$ cat src/rtl/alu_pkg.sv
// Shared ALU package: base ALU control codes, RV32M funct3 codes and
// the multiply/divide sequencer state encoding.
package alu_pkg;

  typedef enum logic [3:0] {
    ALU_ADD  = 4'd0,
    ALU_SUB  = 4'd1,
    ALU_AND  = 4'd2,
    ALU_OR   = 4'd3,
    ALU_XOR  = 4'd4,
    ALU_SLL  = 4'd5,
    ALU_SRL  = 4'd6,
    ALU_SRA  = 4'd7,
    ALU_SLT  = 4'd8,
    ALU_SLTU = 4'd9
  } alu_ctrl_e;

  localparam logic [2:0] OP_MUL    = 3'b000;
  localparam logic [2:0] OP_MULH   = 3'b001;
  localparam logic [2:0] OP_MULHSU = 3'b010;
  localparam logic [2:0] OP_MULHU  = 3'b011;
  localparam logic [2:0] OP_DIV    = 3'b100;
  localparam logic [2:0] OP_DIVU   = 3'b101;
  localparam logic [2:0] OP_REM    = 3'b110;
  localparam logic [2:0] OP_REMU   = 3'b111;

  typedef enum logic [1:0] {
    ST_IDLE = 2'd0,
    ST_CALC = 2'd1,
    ST_DONE = 2'd2
  } muldiv_state_e;

endpackage

$ cat src/rtl/adder.sv
// Ripple-style parameterised adder with carry in/out.
module adder #(
  parameter int WIDTH = 33
) (
  input  logic [WIDTH-1:0] i_a,
  input  logic [WIDTH-1:0] i_b,
  input  logic             i_cin,
  output logic [WIDTH-1:0] o_sum,
  output logic             o_cout
);

  assign {o_cout, o_sum} = {1'b0, i_a} + {1'b0, i_b} + {{WIDTH{1'b0}}, i_cin};

endmodule

$ cat src/rtl/alu_muldiv.sv
// Iterative RV32M multiply/divide unit sharing one WIDTH+1 adder.
// Define ALU_MULDIV_FAST_MUL_EN for a single-cycle combinational multiply.
module alu_muldiv
  import alu_pkg::*;
#(
  parameter  int WIDTH = 32,
  localparam int CNT_W = $clog2(WIDTH)
) (
  input  logic             i_clk,
  input  logic             i_rst_n,
  input  logic             i_start_EX,
  input  logic             i_flush_EX,
  input  logic [2:0]       i_muldiv_op_EX,
  input  logic [WIDTH-1:0] i_rd1_EX,
  input  logic [WIDTH-1:0] i_rd2_EX,
  output logic             o_busy_EX,
  output logic             o_done_EX,
  output logic [WIDTH-1:0] o_result_EX
);

  localparam logic [WIDTH-1:0] MIN_NEG = {1'b1, {(WIDTH-1){1'b0}}};

  muldiv_state_e     r_state, w_state_nxt;
  logic [CNT_W-1:0]  r_cnt;
  logic [WIDTH-1:0]  r_rem;
  logic [WIDTH-1:0]  r_lo;
  logic [WIDTH-1:0]  r_opb;
  logic [2:0]        r_op;
  logic              r_neg;
  logic [WIDTH-1:0]  r_result;

  logic              w_accept, w_accept_ok;
  logic              w_op_mul, w_a_signed, w_b_signed, w_a_neg, w_b_neg, w_res_neg;
  logic [WIDTH-1:0]  w_mag_a, w_mag_b;
  logic              w_div_zero, w_div_ovf, w_special;
  logic [WIDTH-1:0]  w_special_res;
  logic              w_fast;
  logic [WIDTH-1:0]  w_fast_res;

  assign w_accept    = i_start_EX & ~o_busy_EX & ~i_flush_EX;
  assign w_accept_ok = w_accept & ((r_state == ST_IDLE) | (r_state == ST_DONE));

  assign w_op_mul   = ~i_muldiv_op_EX[2];
  assign w_a_signed = (i_muldiv_op_EX == OP_MULH) | (i_muldiv_op_EX == OP_MULHSU) |
                      (i_muldiv_op_EX == OP_DIV)  | (i_muldiv_op_EX == OP_REM);
  assign w_b_signed = (i_muldiv_op_EX == OP_MULH) | (i_muldiv_op_EX == OP_DIV) |
                      (i_muldiv_op_EX == OP_REM);
  assign w_a_neg    = w_a_signed & i_rd1_EX[WIDTH-1];
  assign w_b_neg    = w_b_signed & i_rd2_EX[WIDTH-1];
  assign w_mag_a    = w_a_neg ? -i_rd1_EX : i_rd1_EX;
  assign w_mag_b    = w_b_neg ? -i_rd2_EX : i_rd2_EX;
  // Remainder follows the dividend sign; everything else uses the xor of signs.
  assign w_res_neg  = (i_muldiv_op_EX == OP_REM) ? w_a_neg : (w_a_neg ^ w_b_neg);

  assign w_div_zero = i_muldiv_op_EX[2] & (i_rd2_EX == '0);
  assign w_div_ovf  = ((i_muldiv_op_EX == OP_DIV) | (i_muldiv_op_EX == OP_REM)) &
                      (i_rd1_EX == MIN_NEG) & (i_rd2_EX == '1);
  assign w_special  = w_div_zero | w_div_ovf;
  always_comb begin
    w_special_res = '0;
    if (w_div_zero)
      w_special_res = i_muldiv_op_EX[1] ? i_rd1_EX : '1;
    else if (w_div_ovf)
      w_special_res = i_muldiv_op_EX[1] ? '0 : i_rd1_EX;
  end

`ifdef ALU_MULDIV_FAST_MUL_EN
  logic [2*WIDTH-1:0] w_fast_mag, w_fast_prod;
  assign w_fast_mag  = {{WIDTH{1'b0}}, w_mag_a} * {{WIDTH{1'b0}}, w_mag_b};
  assign w_fast_prod = w_res_neg ? -w_fast_mag : w_fast_mag;
  assign w_fast      = w_op_mul;
  assign w_fast_res  = (i_muldiv_op_EX == OP_MUL) ? w_fast_prod[WIDTH-1:0]
                                                  : w_fast_prod[2*WIDTH-1:WIDTH];
`else
  assign w_fast      = 1'b0;
  assign w_fast_res  = '0;
`endif

  // Shared step: multiply adds the multiplicand into the high half,
  // divide trial-subtracts the divisor from the shifted partial remainder.
  logic              w_calc_mul;
  logic [WIDTH:0]    w_add_a, w_add_b, w_sum;
  logic              w_cout;
  logic [WIDTH-1:0]  w_rem_nxt, w_lo_nxt;

  assign w_calc_mul = ~r_op[2];
  assign w_add_a    = w_calc_mul ? {1'b0, r_rem} : {r_rem, r_lo[WIDTH-1]};
  assign w_add_b    = w_calc_mul ? (r_lo[0] ? {1'b0, r_opb} : '0) : ~{1'b0, r_opb};

  adder #(.WIDTH(WIDTH + 1)) u_adder (
    .i_a    (w_add_a),
    .i_b    (w_add_b),
    .i_cin  (~w_calc_mul),
    .o_sum  (w_sum),
    .o_cout (w_cout)
  );

  always_comb begin
    if (w_calc_mul) begin
      w_rem_nxt = w_sum[WIDTH:1];
      w_lo_nxt  = {w_sum[0], r_lo[WIDTH-1:1]};
    end else begin
      w_rem_nxt = w_cout ? w_sum[WIDTH-1:0] : w_add_a[WIDTH-1:0];
      w_lo_nxt  = {r_lo[WIDTH-2:0], w_cout};
    end
  end

  logic [2*WIDTH-1:0] w_prod, w_prod_s;
  logic [WIDTH-1:0]   w_div_val, w_div_s, w_final;

  assign w_prod    = {w_rem_nxt, w_lo_nxt};
  assign w_prod_s  = r_neg ? -w_prod : w_prod;
  assign w_div_val = r_op[1] ? w_rem_nxt : w_lo_nxt;
  assign w_div_s   = r_neg ? -w_div_val : w_div_val;
  assign w_final   = r_op[2] ? w_div_s :
                     (r_op == OP_MUL) ? w_prod_s[WIDTH-1:0] : w_prod_s[2*WIDTH-1:WIDTH];

  always_ff @(posedge i_clk or negedge i_rst_n) begin
    if (!i_rst_n) r_state <= ST_IDLE;
    else          r_state <= w_state_nxt;
  end

  always_comb begin
    w_state_nxt = r_state;
    case (r_state)
      ST_IDLE, ST_DONE: begin
        if (w_accept) w_state_nxt = (w_special | w_fast) ? ST_DONE : ST_CALC;
        else          w_state_nxt = ST_IDLE;
      end
      ST_CALC: if (r_cnt == '0) w_state_nxt = ST_DONE;
      default: w_state_nxt = ST_IDLE;
    endcase
    if (i_flush_EX) w_state_nxt = ST_IDLE;
  end

  always_ff @(posedge i_clk or negedge i_rst_n) begin
    if (!i_rst_n) begin
      r_cnt    <= '0;
      r_rem    <= '0;
      r_lo     <= '0;
      r_opb    <= '0;
      r_op     <= '0;
      r_neg    <= 1'b0;
      r_result <= '0;
    end else if (i_flush_EX) begin
      r_cnt <= '0;
    end else if (w_accept_ok) begin
      if (w_special) begin
        r_result <= w_special_res;
      end else if (w_fast) begin
        r_result <= w_fast_res;
      end else begin
        r_cnt <= CNT_W'(WIDTH - 1);
        r_rem <= '0;
        r_lo  <= w_mag_a;
        r_opb <= w_mag_b;
        r_op  <= i_muldiv_op_EX;
        r_neg <= w_res_neg;
      end
    end else if (r_state == ST_CALC) begin
      r_cnt <= r_cnt - 1'b1;
      r_rem <= w_rem_nxt;
      r_lo  <= w_lo_nxt;
      if (r_cnt == '0) r_result <= w_final;
    end
  end

  assign o_busy_EX   = (r_state == ST_CALC);
  assign o_done_EX   = (r_state == ST_DONE);
  assign o_result_EX = r_result;

endmodule

$ cat config.mk
export PLATFORM = sky130hd
export DESIGN_NAME = alu_muldiv
export DESIGN_NICKNAME = d
export VERILOG_FILES = /design/src/rtl/alu_pkg.sv /design/src/rtl/adder.sv /design/src/rtl/alu_muldiv.sv
export SDC_FILE = /design/constraint.sdc
export NUM_CORES = 1
export LEC_CHECK = 0
export ABC_AREA = 0
export ABC_CLOCK_PERIOD_IN_PS = 19800
export CAP_MARGIN = 20
export CORE_ASPECT_RATIO = 1.4
export CORE_UTILIZATION = 45
export DETAILED_ROUTE_END_ITERATION = 8
export GPL_ROUTABILITY_DRIVEN = 1
export HOLD_SLACK_MARGIN = 0.1
export PLACE_DENSITY_LB_ADDON = 0.25
export SLEW_MARGIN = 10
export SYNTH_ARGS = -nofsm -noshare
export SYNTH_HDL_FRONTEND = slang
export SYNTH_SLANG_ARGS = --single-unit
$ cat constraint.sdc
create_clock -name i_clk -period 19.8 [get_ports i_clk]
set_clock_uncertainty 0.05 [all_clocks]
set_input_delay 1.98 -clock i_clk [delete_from_list [all_inputs] [get_ports i_clk]]
set_output_delay 1.98 -clock i_clk [all_outputs]
set_load 0.01 [all_outputs]
Word-level counts from Yosys, hierarchy flattened
Index checks and enable logic that the tools add are counted.

cells by class
  $add $sub $neg = 7
  equal/unequal tests = 12
  multiplexer cells = 37
  bitwise logic cells = 21
  reductions and logical operators = 12

operator list
  cell                  count
  $mux 32               24
  $neg 32->32           3
  $mux 33               2
  $eq 32x32->1 const B  2
  $mux 64               1
  $neg 64->64           1
  $add 33x33->34        1
  $add 34x1->34         1
  $not 32->33           1
  $logic_not 32->1      1
  $mux 5                4
  $and 1x1->1           8
  $mux 2                4
  $or 1x1->1            8
  $eq 3x3->1 const B    2
  $reduce_and 3->1      2
  $logic_not 5->1       1
  $sub 5x1->5 const B   1
  $pmux 2 s2            1
  $reduce_and 4->1      1
  $reduce_bool 2->1     2
  $eq 3x1->1 const B    1
  $eq 3x2->1 const B    1
  $logic_not 3->1       1
  13 further kinds      15

word-level totals
  register bits after elaboration = 139
  input bits = 71
  output and inout port bits = 34
  logic and storage cells = 97

Logic depth before layout (Yosys ltp)
  depth after elaboration = 13
  mapped depth = 39
  depth with buffers taken out = 22

Cells and area by module
From an unflattened synthesis, not the netlist that was laid out.

second synthesis, totals
  cells, all modules = 1979
  area total of the unflattened synthesis = 14860.5 µm²

modules (own cells, without submodules)
  module      instances  cells each  area each (µm²)  seq. area each (µm²)
  alu_muldiv  1          1709        12899.9          3478.3
  adder       1          270         1960.6           0.0

Least setup slack after synthesis
OpenSTA, ideal clock, no wires.

  kind = register to register
  start = register r_op[2]
  end = register r_result[30], in the netlist o_result_EX[30]
  library setup time = 0.104 ns
  arrival = 8.258 ns
  data required time = 19.646 ns
  slack = 11.389 ns
  stages on the path, launching flop included = 37
  buffers on the path = 16
  period minus slack after synthesis = 8.411 ns
  cells stage by stage = dfrtp_1 > buf_2 > buf_2 > buf_2 > buf_2 > buf_2 > buf_2 > buf_2 > buf_2 > buf_1 > clkbuf_1 > buf_1 > mux2_2 > ha_1 > buf_2 > a21oi_1 > o21ai_0 > a211oi_2 > o21a_4 > o21ai_4 > buf_6 > buf_2 > buf_2 > a21oi_1 > ha_1 > or4b_1 > nor3_1 > nand2_1 > or2_2 > nor3_2 > and3_1 > buf_2 > nand3_1 > nor4_1 > mux2i_1 > a21oi_1 > a221oi_1

on the way
  word-level cells in the longest chain between the ends = 12
  elaborated cells between the ends (all ways) = 18
  those cells by class = add/sub: 4; mux: 13; reduce/logical: 1

RTL lines
  what                                           RTL line                              text
  start, declared                                alu_muldiv.sv:28                      logic [2:0] r_op;
  start signal, assigned                         alu_muldiv.sv:157                     r_op <= i_muldiv_op_EX;
  $mux 33 (on tied branches)                     alu_muldiv.sv:87, alu_muldiv.sv:88
  $add 33x33->34                                 adder.sv:12                           assign {o_cout, o_sum} = {1'b0, i_a} + {1'b0, i_b} + {{WIDTH{1'b0}}, i_cin};
  $add 34x1->34                                  adder.sv:12
  $mux 32                                        alu_muldiv.sv:103                     w_rem_nxt = w_cout ? w_sum[WIDTH-1:0] : w_add_a[WIDTH-1:0];
  $mux 32                                        alu_muldiv.sv:99                      if (w_calc_mul) begin
  $neg 64->64 / $mux 32 (equally long branches)  alu_muldiv.sv:112, alu_muldiv.sv:113
  $mux 64 / $neg 32->32 (equally long branches)  alu_muldiv.sv:112, alu_muldiv.sv:114
  $mux 32 (on tied branches)                     alu_muldiv.sv:116, alu_muldiv.sv:114
  $mux 32 (*)                                    alu_muldiv.sv:115                     assign w_final = r_op[2] ? w_div_s :
  $mux 32 (*)                                    alu_muldiv.sv:164                     if (r_cnt == '0) r_result <= w_final;
  $mux 32 (*)                                    alu_muldiv.sv:160                     end else if (r_state == ST_CALC) begin
  $mux 32 (*)                                    alu_muldiv.sv:147                     end else if (w_accept_ok) begin
  end signal, assigned                           alu_muldiv.sv:149                     r_result <= w_special_res;
  end signal, assigned                           alu_muldiv.sv:151                     r_result <= w_fast_res;
  end signal, assigned                           alu_muldiv.sv:164
  end, declared                                  alu_muldiv.sv:30                      logic [WIDTH-1:0] r_result;

Mark *: on every way between the ends. The rest lies on a longest branch, timed or not. The select of a mux whose other input is x is not followed.
A chain may end at the register's enable or synchronous reset.

Final worst setup path
Ends and elaborated chain as after synthesis.

==> flow_summary.toml <==
[placed_design]
portBuffers = 104
gp_congestion = 0.9982
dp_hpwl_um = 42620

[yosys]
syn_area_per_cell_um2 = 7.264
yosys_most_used_dff = "dfrtp_1"
synth-simple-area-share_pct = 24.02
synth-seq-cells = 139
synth_top_family_by_area = "compound AO/OA/AOI/OAI gates"
ys_types = 99
synthAdderAreaFrac_pct = 3.440
synth.area.mux_share_pct = 5.543
synth_edf_count = 0
async_flop_share_pct = 100.0
syn_area_um2 = 15350
yosysWarnings = 0
ys_seq_area_share_pct = 22.66
synth_xor_area_share_pct = 7.874
synthCells = 2113
synth_compound_area_share_pct = 31.01
syn_nets = 2225

[route]
drtIter0Drc = 1726
wl_per_cell_um = 22.38
drc = 0
ant_nets = 0
dr.pass1.iters = 5
vias_per_cell = 6.417
drt_wl_total_um = 57550
vias = 16499

[setup_path]
timing.rr.start = "r_op[2]$_DFFE_PN0P_"
slowest_stage = "dfrtp_4"
critical_path_required_ns = 20.12
startpoint_type = "flip-flop"
cp-end-kind = "flip-flop"
path_cells = "buf_12 > inv_2 > buf_4 > o21ai_0 > ha_1 > a21oi_1 > o21ai_0 > a21oi_1 > and3_1 > o21ai_4 > buf_4 > a21oi_1 > ha_1 > or4b_1 > nor3_1 > nand2_1 > or2_2 > nor3_2 > and3_1 > nand3_1 > nor4_1 > mux2i_1 > a21oi_1 > a221oi_1"
startpoint = "r_op[2]$_DFFE_PN0P_"
crit_fanout = 120
slowest_delay_ns = 0.89
setup.worst_path.class = "reg -> reg"
arrival_ns = 8.45
worst_path_most_repeated_cell = "a21oi_1"

[power]
power_frac_comb_pct = 68.0
power_uw = 2781
switchingPower_uw = 1472
clkPwrFrac_pct = 12.6
power.internal_uw = 1308
ir_worst_vdd_v = 0.00006666
powerDensity_nw_per_um2 = 161.7
power_leakage_uw = 0.006542
swShare_pct = 52.95
p_seq_share_pct = 19.5

[layout]
seq_area_um2 = 3485
final_cell_mix = "nand2_1 (265), o21ai_0 (237), nor2_1 (193)"
multiInputGateArea_um2 = 11080
antenna_cells_inserted = 0
drive_gt1_share_pct = 8.608
n_fill_cell = 3393
nets = 2225
syn_to_final_growth_pct = 12.02
final_common_cell = "nand2_1"

[global_routing]
track_usage_pct = 33.37
antenna_found_initial = 0
grt_overflow = 0
grt_pass1_wl_um = 88690
grt_max_degree = 121
grt_pass1_vias = 15362

[clocking]
clock-root-buffer = "clkbuf_16"
cts_tree = "yes"
ctsHoldBuffers = 0
htree_levels = 4
clock-sinks = 139
path_clk_slew_ns = 0.07
cts_repair_resize_count = 0
numCtsBuffers = 17
cts_setup_buffers = 0
insertion_delay_ns = 0.47
clock_path_buffers = 2

[timing]
min_period_ns = 8.133
finalCritPeriodShare_pct = 41.07
max_freq_ghz = 0.1230
slew_headroom_pct = 21.25
setup_viol_count_final = 0
worst_slew_pin_slew_ns = 1.151
rsz0062_at_grt = "false"
maxSlewViolCount = 0
fin_setup_tns_ns = 0
hold_violations = 0

[worst_hold_path]
min_path_type = "reg -> reg"
min_from = "o_result_EX[0]$_DFFE_PN0P_"

[floorplanning]
start_util_pct = 45.94
core_um2 = 33410
die_h_um = 220.5
num_io_pins = 105
die_width_um = 158.1
dieArea_um2 = 34860
rows = 79

[run]
cap_viol_max_count = 0

[status]
outcome = "complete, no violations"
## path summary, 6_finish.rpt
check | depth (start not counted) | to | slack [ns]
setup / recovery | 24 | o_result_EX[30]$_DFFE_PN0P_ | 11.67
hold / removal | 2 | o_result_EX[0]$_DFFE_PN0P_ | 0.43
setup reg to reg | 24 | o_result_EX[30]$_DFFE_PN0P_ | 11.67
hold reg to reg | 2 | o_result_EX[0]$_DFFE_PN0P_ | 0.43
max in group asynchronous | 2 | r_opb[28]$_DFFE_PN0P_ | 16.86
min in group asynchronous | 1 | o_result_EX[8]$_DFFE_PN0P_ | 1.47
## critical path: cells and delay by family (launching register included)
| family | cells | cell delay (ns) |
|---|---|---|
| AOI/OAI and AO/OA | 8 | 1.80 |
| adders and majority gates | 2 | 0.64 |
| buffers and inverters | 4 | 1.28 |
| DFF | 1 | 0.89 |
| muxes | 1 | 0.22 |
| and+or+nand+nor | 9 | 3.07 |
## cell usage after synthesis, types with 7 or more instances
master     instances  area [µm²]
o221a_2           11       123.9
a211oi_1          41       307.8
or3_1             31       193.9
o22ai_1           32       200.2
a21oi_1          181       905.9
and2_1            19       118.9
nor2_1           195       732.0
and3_1            21       131.4
nor2b_1           11       68.82
a31oi_1           31       193.9
nor3b_1            7       52.55
a211o_1            7       61.31
o31ai_1           34       255.2
o41ai_1           11       96.34
a221oi_1          21       183.9
buf_2             33       165.2
a21o_1            15       112.6
nand2b_1          14       87.58
o21ai_0          237        1186
or4_1             14       105.1
xnor2_1           82       718.2
or2_2             12       75.07
inv_1             46       172.7
nand4_1           28       175.2
nor4_1            18       112.6
dfrtp_1          139        3478
a2111oi_0         11       96.34
o211ai_1          14       105.1
ha_1              39       488.0
nand2_1          265       994.7
o21ai_1            8       40.04
mux2_2            52       585.6
o21a_1            14       105.1
o211a_1            8       80.08
mux2i_1           25       250.2
xor2_1            56       490.5
nor3_1            57       285.3
o221ai_1           8       70.07
buf_1             16       60.06
nand3_1           48       240.2
clkbuf_1          94       352.8
## power by group through the flow
stage | sequential, µW | combinational (µW) | clock (µW)
3_3_place_gp | 537 | 1810 | 0
3_5_place_dp | 539 | 1840 | 0
2_1_floorplan | 492 | 1350 | 0
4_1_cts | 535 | 1850 | 351
5_1_grt | 554 | 2060 | 362
6_report | 541 | 1890 | 350
## registers in the layout, indices dropped and copies added (netlist names)
register	count
o_result_EX	32
r_lo	32
r_opb	32
r_rem	32
r_cnt	5
r_op	3
r_state	2
r_neg	1
## layer usage
metal	routed length (µm)	global-route usage [%]	vias to the layer above
li1	-	-	7806
met5	0	0	-
met2	27440	55.79	779
met4	3104	20.06	0
met1	23350	40.58	7735
met3	3658	4.465	179
## per-stage QoR
step,area [µm²],hold WS [ns],utilization (%),std cells,worst slack (ns)
global route,17190,0.4439,51.46,2571,11.05
finish,17190,0.4270,51.46,2571,11.67
detailed placement,16550,0.4163,49.53,2536,11.74
floorplan,15350,0.4271,-,2113,11.39
global placement,16540,0.4085,49.52,2535,11.93
CTS,17160,0.4305,51.36,2568,11.68
## final cells by class
class	instances	share of cell area, %
Multi-Input combinational cell	1775	64.46
Sequential cell	139	20.27
Timing Repair Buffer	133	7.466
Tap cell	445	3.238
Clock buffer	19	2.576
Inverter	47	1.026
Clock inverter	13	0.9678
## cell families (layout without fill, tap and decap cells)
group / count (synthesis) / in the layout
mux: 78 / 78
fa+ha+maj: 41 / 41
buf+inv: 199 / 212
compound gates: 748 / 748
simple gates: 770 / 770
flops: 139 / 139
xor+xnor: 138 / 138
(Power assumes the default switching activity.)
